## src/rtl/dmem_arbiter.sv

```systemverilog
// Two-requester round-robin arbiter in front of a single data memory port.
// Each grant's requester ID is queued so every response returns to the requester that issued it.
module dmem_arbiter #(
    parameter int ADDR_WIDTH      = 32,
    parameter int DATA_WIDTH      = 32,
    parameter int MAX_OUTSTANDING = 2
) (
    input  logic                    clk_i,
    input  logic                    rst_ni,

    input  logic                    m0_req_i,
    output logic                    m0_gnt_o,
    output logic                    m0_rvalid_o,
    input  logic [ADDR_WIDTH-1:0]   m0_addr_i,
    input  logic                    m0_we_i,
    input  logic [DATA_WIDTH/8-1:0] m0_be_i,
    input  logic [DATA_WIDTH-1:0]   m0_wdata_i,
    output logic [DATA_WIDTH-1:0]   m0_rdata_o,
    output logic                    m0_err_o,

    input  logic                    m1_req_i,
    output logic                    m1_gnt_o,
    output logic                    m1_rvalid_o,
    input  logic [ADDR_WIDTH-1:0]   m1_addr_i,
    input  logic                    m1_we_i,
    input  logic [DATA_WIDTH/8-1:0] m1_be_i,
    input  logic [DATA_WIDTH-1:0]   m1_wdata_i,
    output logic [DATA_WIDTH-1:0]   m1_rdata_o,
    output logic                    m1_err_o,

    output logic                    mem_req_o,
    input  logic                    mem_gnt_i,
    input  logic                    mem_rvalid_i,
    output logic [ADDR_WIDTH-1:0]   mem_addr_o,
    output logic                    mem_we_o,
    output logic [DATA_WIDTH/8-1:0] mem_be_o,
    output logic [DATA_WIDTH-1:0]   mem_wdata_o,
    input  logic [DATA_WIDTH-1:0]   mem_rdata_i,
    input  logic                    mem_err_i,

    output logic                    spurious_o
);

    localparam int BE_W  = DATA_WIDTH / 8;
    localparam int PTR_W = (MAX_OUTSTANDING > 1) ? $clog2(MAX_OUTSTANDING) : 1;
    localparam int CNT_W = $clog2(MAX_OUTSTANDING + 1);
    localparam logic [CNT_W-1:0] CNT_MAX  = CNT_W'(MAX_OUTSTANDING);
    localparam logic [PTR_W-1:0] PTR_LAST = PTR_W'(MAX_OUTSTANDING - 1);

    logic             fifo_id_r [MAX_OUTSTANDING];
    logic [PTR_W-1:0] wr_ptr_r;
    logic [PTR_W-1:0] rd_ptr_r;
    logic [CNT_W-1:0] count_r;
    logic             lock_valid_r;
    logic             lock_id_r;
    logic             last_id_r;
    logic             spurious_r;

    logic             winner_s;
    logic             fifo_full_s;
    logic             fifo_empty_s;
    logic             mem_req_s;
    logic             handshake_s;
    logic             pop_s;
    logic             head_id_s;

    function automatic logic [PTR_W-1:0] next_ptr(input logic [PTR_W-1:0] ptr);
        if (ptr == PTR_LAST) begin
            return PTR_W'(0);
        end else begin
            return ptr + PTR_W'(1);
        end
    endfunction

    // Full is taken from the registered count, so a same-cycle pop never unblocks a request.
    assign fifo_full_s  = (count_r == CNT_MAX);
    assign fifo_empty_s = (count_r == CNT_W'(0));
    assign mem_req_s    = (m0_req_i | m1_req_i) & ~fifo_full_s;
    assign handshake_s  = mem_req_s & mem_gnt_i;
    assign pop_s        = mem_rvalid_i & ~fifo_empty_s;
    assign head_id_s    = fifo_id_r[rd_ptr_r];

    // Winner selection: a stalled request keeps its winner, otherwise round-robin.
    always_comb begin
        winner_s = 1'b0;
        if (lock_valid_r) begin
            winner_s = lock_id_r;
        end else if (m0_req_i && m1_req_i) begin
            winner_s = ~last_id_r;
        end else if (m1_req_i) begin
            winner_s = 1'b1;
        end else begin
            winner_s = 1'b0;
        end
    end

    // Memory request mux; the bus is held at zero when nothing is requested.
    always_comb begin
        mem_req_o   = mem_req_s;
        mem_addr_o  = {ADDR_WIDTH{1'b0}};
        mem_we_o    = 1'b0;
        mem_be_o    = {BE_W{1'b0}};
        mem_wdata_o = {DATA_WIDTH{1'b0}};
        if (mem_req_s) begin
            if (winner_s) begin
                mem_addr_o  = m1_addr_i;
                mem_we_o    = m1_we_i;
                mem_be_o    = m1_be_i;
                mem_wdata_o = m1_wdata_i;
            end else begin
                mem_addr_o  = m0_addr_i;
                mem_we_o    = m0_we_i;
                mem_be_o    = m0_be_i;
                mem_wdata_o = m0_wdata_i;
            end
        end else begin
            mem_addr_o  = {ADDR_WIDTH{1'b0}};
            mem_we_o    = 1'b0;
            mem_be_o    = {BE_W{1'b0}};
            mem_wdata_o = {DATA_WIDTH{1'b0}};
        end
    end

    assign m0_gnt_o    = handshake_s & ~winner_s;
    assign m1_gnt_o    = handshake_s &  winner_s;
    assign m0_rvalid_o = pop_s & ~head_id_s;
    assign m1_rvalid_o = pop_s &  head_id_s;
    assign m0_err_o    = m0_rvalid_o & mem_err_i;
    assign m1_err_o    = m1_rvalid_o & mem_err_i;
    assign m0_rdata_o  = mem_rdata_i;
    assign m1_rdata_o  = mem_rdata_i;
    assign spurious_o  = spurious_r;

    // ID FIFO, lock, round-robin history and spurious-response flag.
    always_ff @(posedge clk_i) begin
        if (!rst_ni) begin
            for (int i = 0; i < MAX_OUTSTANDING; i++) begin
                fifo_id_r[i] <= 1'b0;
            end
            wr_ptr_r     <= PTR_W'(0);
            rd_ptr_r     <= PTR_W'(0);
            count_r      <= CNT_W'(0);
            lock_valid_r <= 1'b0;
            lock_id_r    <= 1'b0;
            last_id_r    <= 1'b1;
            spurious_r   <= 1'b0;
        end else begin
            if (handshake_s) begin
                fifo_id_r[wr_ptr_r] <= winner_s;
                wr_ptr_r            <= next_ptr(wr_ptr_r);
                last_id_r           <= winner_s;
                lock_valid_r        <= 1'b0;
            end else if (mem_req_s) begin
                lock_valid_r <= 1'b1;
                lock_id_r    <= winner_s;
            end else begin
                lock_valid_r <= lock_valid_r;
            end

            if (pop_s) begin
                rd_ptr_r <= next_ptr(rd_ptr_r);
            end else begin
                rd_ptr_r <= rd_ptr_r;
            end

            case ({handshake_s, pop_s})
                2'b10:   count_r <= count_r + CNT_W'(1);
                2'b01:   count_r <= count_r - CNT_W'(1);
                default: count_r <= count_r;
            endcase

            if (mem_rvalid_i && fifo_empty_s) begin
                spurious_r <= 1'b1;
            end else begin
                spurious_r <= spurious_r;
            end
        end
    end

endmodule

```

## config.mk

```make
export PLATFORM = sky130hd
export DESIGN_NAME = dmem_arbiter
export DESIGN_NICKNAME = d
export VERILOG_FILES = /design/src/rtl/dmem_arbiter.sv
export SDC_FILE = /design/constraint.sdc
export NUM_CORES = 1
export LEC_CHECK = 0
export BUFFER_PORTS_ARGS = -buffer_cell sky130_fd_sc_hd__buf_4
export CORE_AREA = 2 2 124 126
export CTS_BUF_LIST = sky130_fd_sc_hd__clkbuf_2 sky130_fd_sc_hd__clkbuf_4 sky130_fd_sc_hd__clkbuf_8
export CTS_CLUSTER_DIAMETER = 80
export DETAILED_ROUTE_END_ITERATION = 10
export DIE_AREA = 0 0 126 128
export PLACE_DENSITY = 0.55
export SKIP_CTS_REPAIR_TIMING = 1
export SLEW_MARGIN = 40
export SYNTH_ARGS = -nofsm -noshare
export SYNTH_HDL_FRONTEND = slang
export SYNTH_SLANG_ARGS = --single-unit
export TNS_END_PERCENT = 30
```

## constraint.sdc

```tcl
create_clock -name clk_i -period 1.5 [get_ports clk_i]
set_input_delay 0.075 -clock clk_i [delete_from_list [all_inputs] [get_ports clk_i]]
set_output_delay 0.075 -clock clk_i [all_outputs]
set_load 0.01 [all_outputs]
```

==> impl_metrics.tcl <==
set metrics [dict create \
    status "complete, but fails checks" \
    violations "negative setup slack" \
    dp_hpwl_mm 7.345 \
    n_antenna_cell 0 \
    worstSetupStartpointType "flip-flop" \
    hold_path_class "in -> reg" \
    syn_nets 544 \
    final_cell_mix "buf_4, nand3_1, mux2i_1, nand3_2" \
    grt_pass1_wl_mm 14.17 \
    ys_ff_latch 11 \
    crit_path_cell_trace "mux2i_4, buf_12, buf_16, mux2i_2, buf_4" \
    tightest_slew_ns 0.3640 \
    htreeDepth 1 \
    r2r_end "count_r[1]" \
    yosysTopAreaCell "mux2i_1" \
    num_io_pins 318 \
    area.growth.synth_to_final_pct 56.34 \
    finalSetupViolCount 71 \
    route.met3.wl_mm 1.031 \
    critPathMaxStageDelay_ns 0.36 \
    die_x_um 126 \
    slew_headroom 0.7574 \
    portBuffers 221 \
    syn_inst 366 \
    cts_tree "yes" \
    finalHoldViolations 0 \
    vias_per_cell 4.537 \
    rsz0062_at_grt "yes" \
    root_buffer "clkbuf_8" \
    syn_area_per_cell_um2 8.300 \
    drv_slew 0 \
    crit_path_end_kind "primary output" \
    vdd_drop_max_uv 444.0 \
    clk_pin_slew_ns 0.05 \
    finalCritPeriodShare 1.141 \
    nNetsFinal 701 \
    cp_slowest_cell "dfxtp_4" \
    netlist_area_um2 3038 \
    grt.total_usage 0.1017 \
    wl_met2_mm 4.901 \
    wl_per_cell_um 14.30 \
    ant_nets 0 \
    synthDominantCellAreaShare 0.2339 \
    min_period_ns 1.712 \
    row_count 45 \
    worst_r2r_path_depth 5 \
    drive_gt1_frac 0.6456 \
    yosys_warnings 0 \
    insertion_delay_ns 0.23 \
    fp.dieH_um 128 \
    fin_ws_ns -0.2116 \
    place_ws_ns -0.01503 \
    worstPathRequired_ns 1.42 \
    worstPathMaxFanout 8 \
    path_class "reg -> out" \
    hold_end "spurious_o" \
    hold_depth 3 \
    ys_types 32 \
    antenna_found_initial 0 \
    wl_mm 10.15 \
    netlist_top_cells_area "mux2i_1, nand3_2, buf_4, nand3_1, dfxtp_1" \
    hold_ws_ns 0.08309 \
    coreArea_um2 14860 \
    critical_path_buf_inv_count 3 \
    fmax_ghz 0.5843 \
    initial_core_util 0.2044 \
    drt-met1-wl_mm 4.107 \
    min_from "mem_rvalid_i" \
    overflow 0 \
    fillers 1576 \
    die-area_um2 16130 \
    ys_seq_area_frac 0.07249 \
    final_common_cell "buf_4" \
    r2r-start "count_r[0]" \
    drv_cap 0 \
    dr.pass1.iters 4 \
    worst_ep_arrival_time_ns 1.64 \
    skew_ns 0.001014 \
    top_layer_used "met4" \
    drc_errors 0 \
    p_per_area_nw_per_um2 1013 \
    numCtsBuffers 3 \
    drt_iter0_drc 87 \
    clock-sinks 11 \
    grt_pass1_vias 2959 \
    dr_total_vias 3221 \
    grt_max_degree 71 \
    routabilityCongestion 0.7727 \
    r2r_slack_ns 0.04 \
    cts.path.max_buffers 2 \
    crit_family "multiplexers" \
    leakage_nw 2.680 \
]
where the power goes:
part / internal, mW / switching, mW / total [mW] / leakage, nW
clock network: 0.204 / 0.107 / 0.311 / 0.0262
registers: 0.379 / 0.0611 / 0.440 / 0.0918
logic: 2.17 / 1.89 / 4.06 / 2.56
Yosys cell counts (all sizes together):
cell,number
o21ai,1
nand2,1
and2,4
nor2,7
a21boi,1
inv,2
clkbuf,5
a41oi,1
nand2b,1
xnor2,2
buf,100
a311oi,4
a21oi,2
or2,1
ha,1
o211a,1
nor2b,3
xor2,1
a31oi,3
o21a,1
dfxtp,11
nand3,139
or3,1
a32o,1
mux2i,71
and3,1
registers in the layout, indices dropped and copies added, names as in the netlist, named ones only:
name,count
count_r,2
lock_valid_r,1
last_id_r,1
wr_ptr_r,1
rd_ptr_r,1
spurious_o,1
fifo_id_r,2
lock_id_r,1
layer usage:
metal	vias to the layer above	GRT usage
met2	177	0.1765
li1	1557	-
met5	-	0
met4	0	0.02327
met1	1460	0.1240
met3	27	0.03047
through the flow:
stage / utilization / power [mW] / instances / area [um2] / setup TNS [ns]
after floorplan: - / 2.975 / 366 / 3064 / 0
after global placement: 0.2963 / 4.034 / 691 / 4404 / 0
after detailed placement: 0.2963 / 4.093 / 691 / 4404 / -0.03892
after CTS: 0.2996 / 4.424 / 695 / 4453 / -16.08
after global routing: 0.3195 / 5.162 / 710 / 4750 / -15.68
final: 0.3195 / 4.811 / 710 / 4750 / -11.37
layout make-up:
class / count / area (um2) / area share
Timing Repair Buffer: 257 / 2195 / 0.4621
Multi-Input combinational cell: 248 / 2036 / 0.4286
Tap cell: 188 / 235.2 / 0.04953
Sequential cell: 11 / 227.7 / 0.04795
Clock buffer: 4 / 48.80 / 0.01027
Inverter: 2 / 7.507 / 0.001581
worst max path at each step:
stage	startpoint	end	slack, ns	cells past startpoint
after floorplan	count_r[0]	count_r[1]	0.006	6
after detailed placement	lock_valid_r	mem_addr_o[12]	-0.02	4
final	lock_valid_r	mem_wdata_o[30]	-0.21	5
after global placement	lock_valid_r	mem_be_o[2]	0.05	4
after CTS	lock_valid_r	mem_addr_o[12]	-0.29	4
after global routing	lock_valid_r	mem_wdata_o[30]	-0.27	5
cell families (layout without fill, tap and decap cells):
| logic type | count (synthesis) | after routing | share of synthesized area |
|---|---|---|---|
| flip-flops | 11 | 11 | 0.07249 |
| AO/OA/AOI/OAI | 15 | 15 | 0.03913 |
| AND/OR/NAND/NOR | 158 | 158 | 0.3604 |
| adder cells (fa/ha/maj) | 1 | 1 | 0.004118 |
| buffers and inverters | 107 | 263 | 0.2813 |
| XOR/XNOR | 3 | 3 | 0.008651 |
| multiplexers | 71 | 71 | 0.2339 |
worst min-delay path, stage by stage:
cell	delay, ns
buf_4	0.09
a21oi_1	0.05
nor2_1	0.07
No activity file was read; power rests on OpenSTA's default activity.
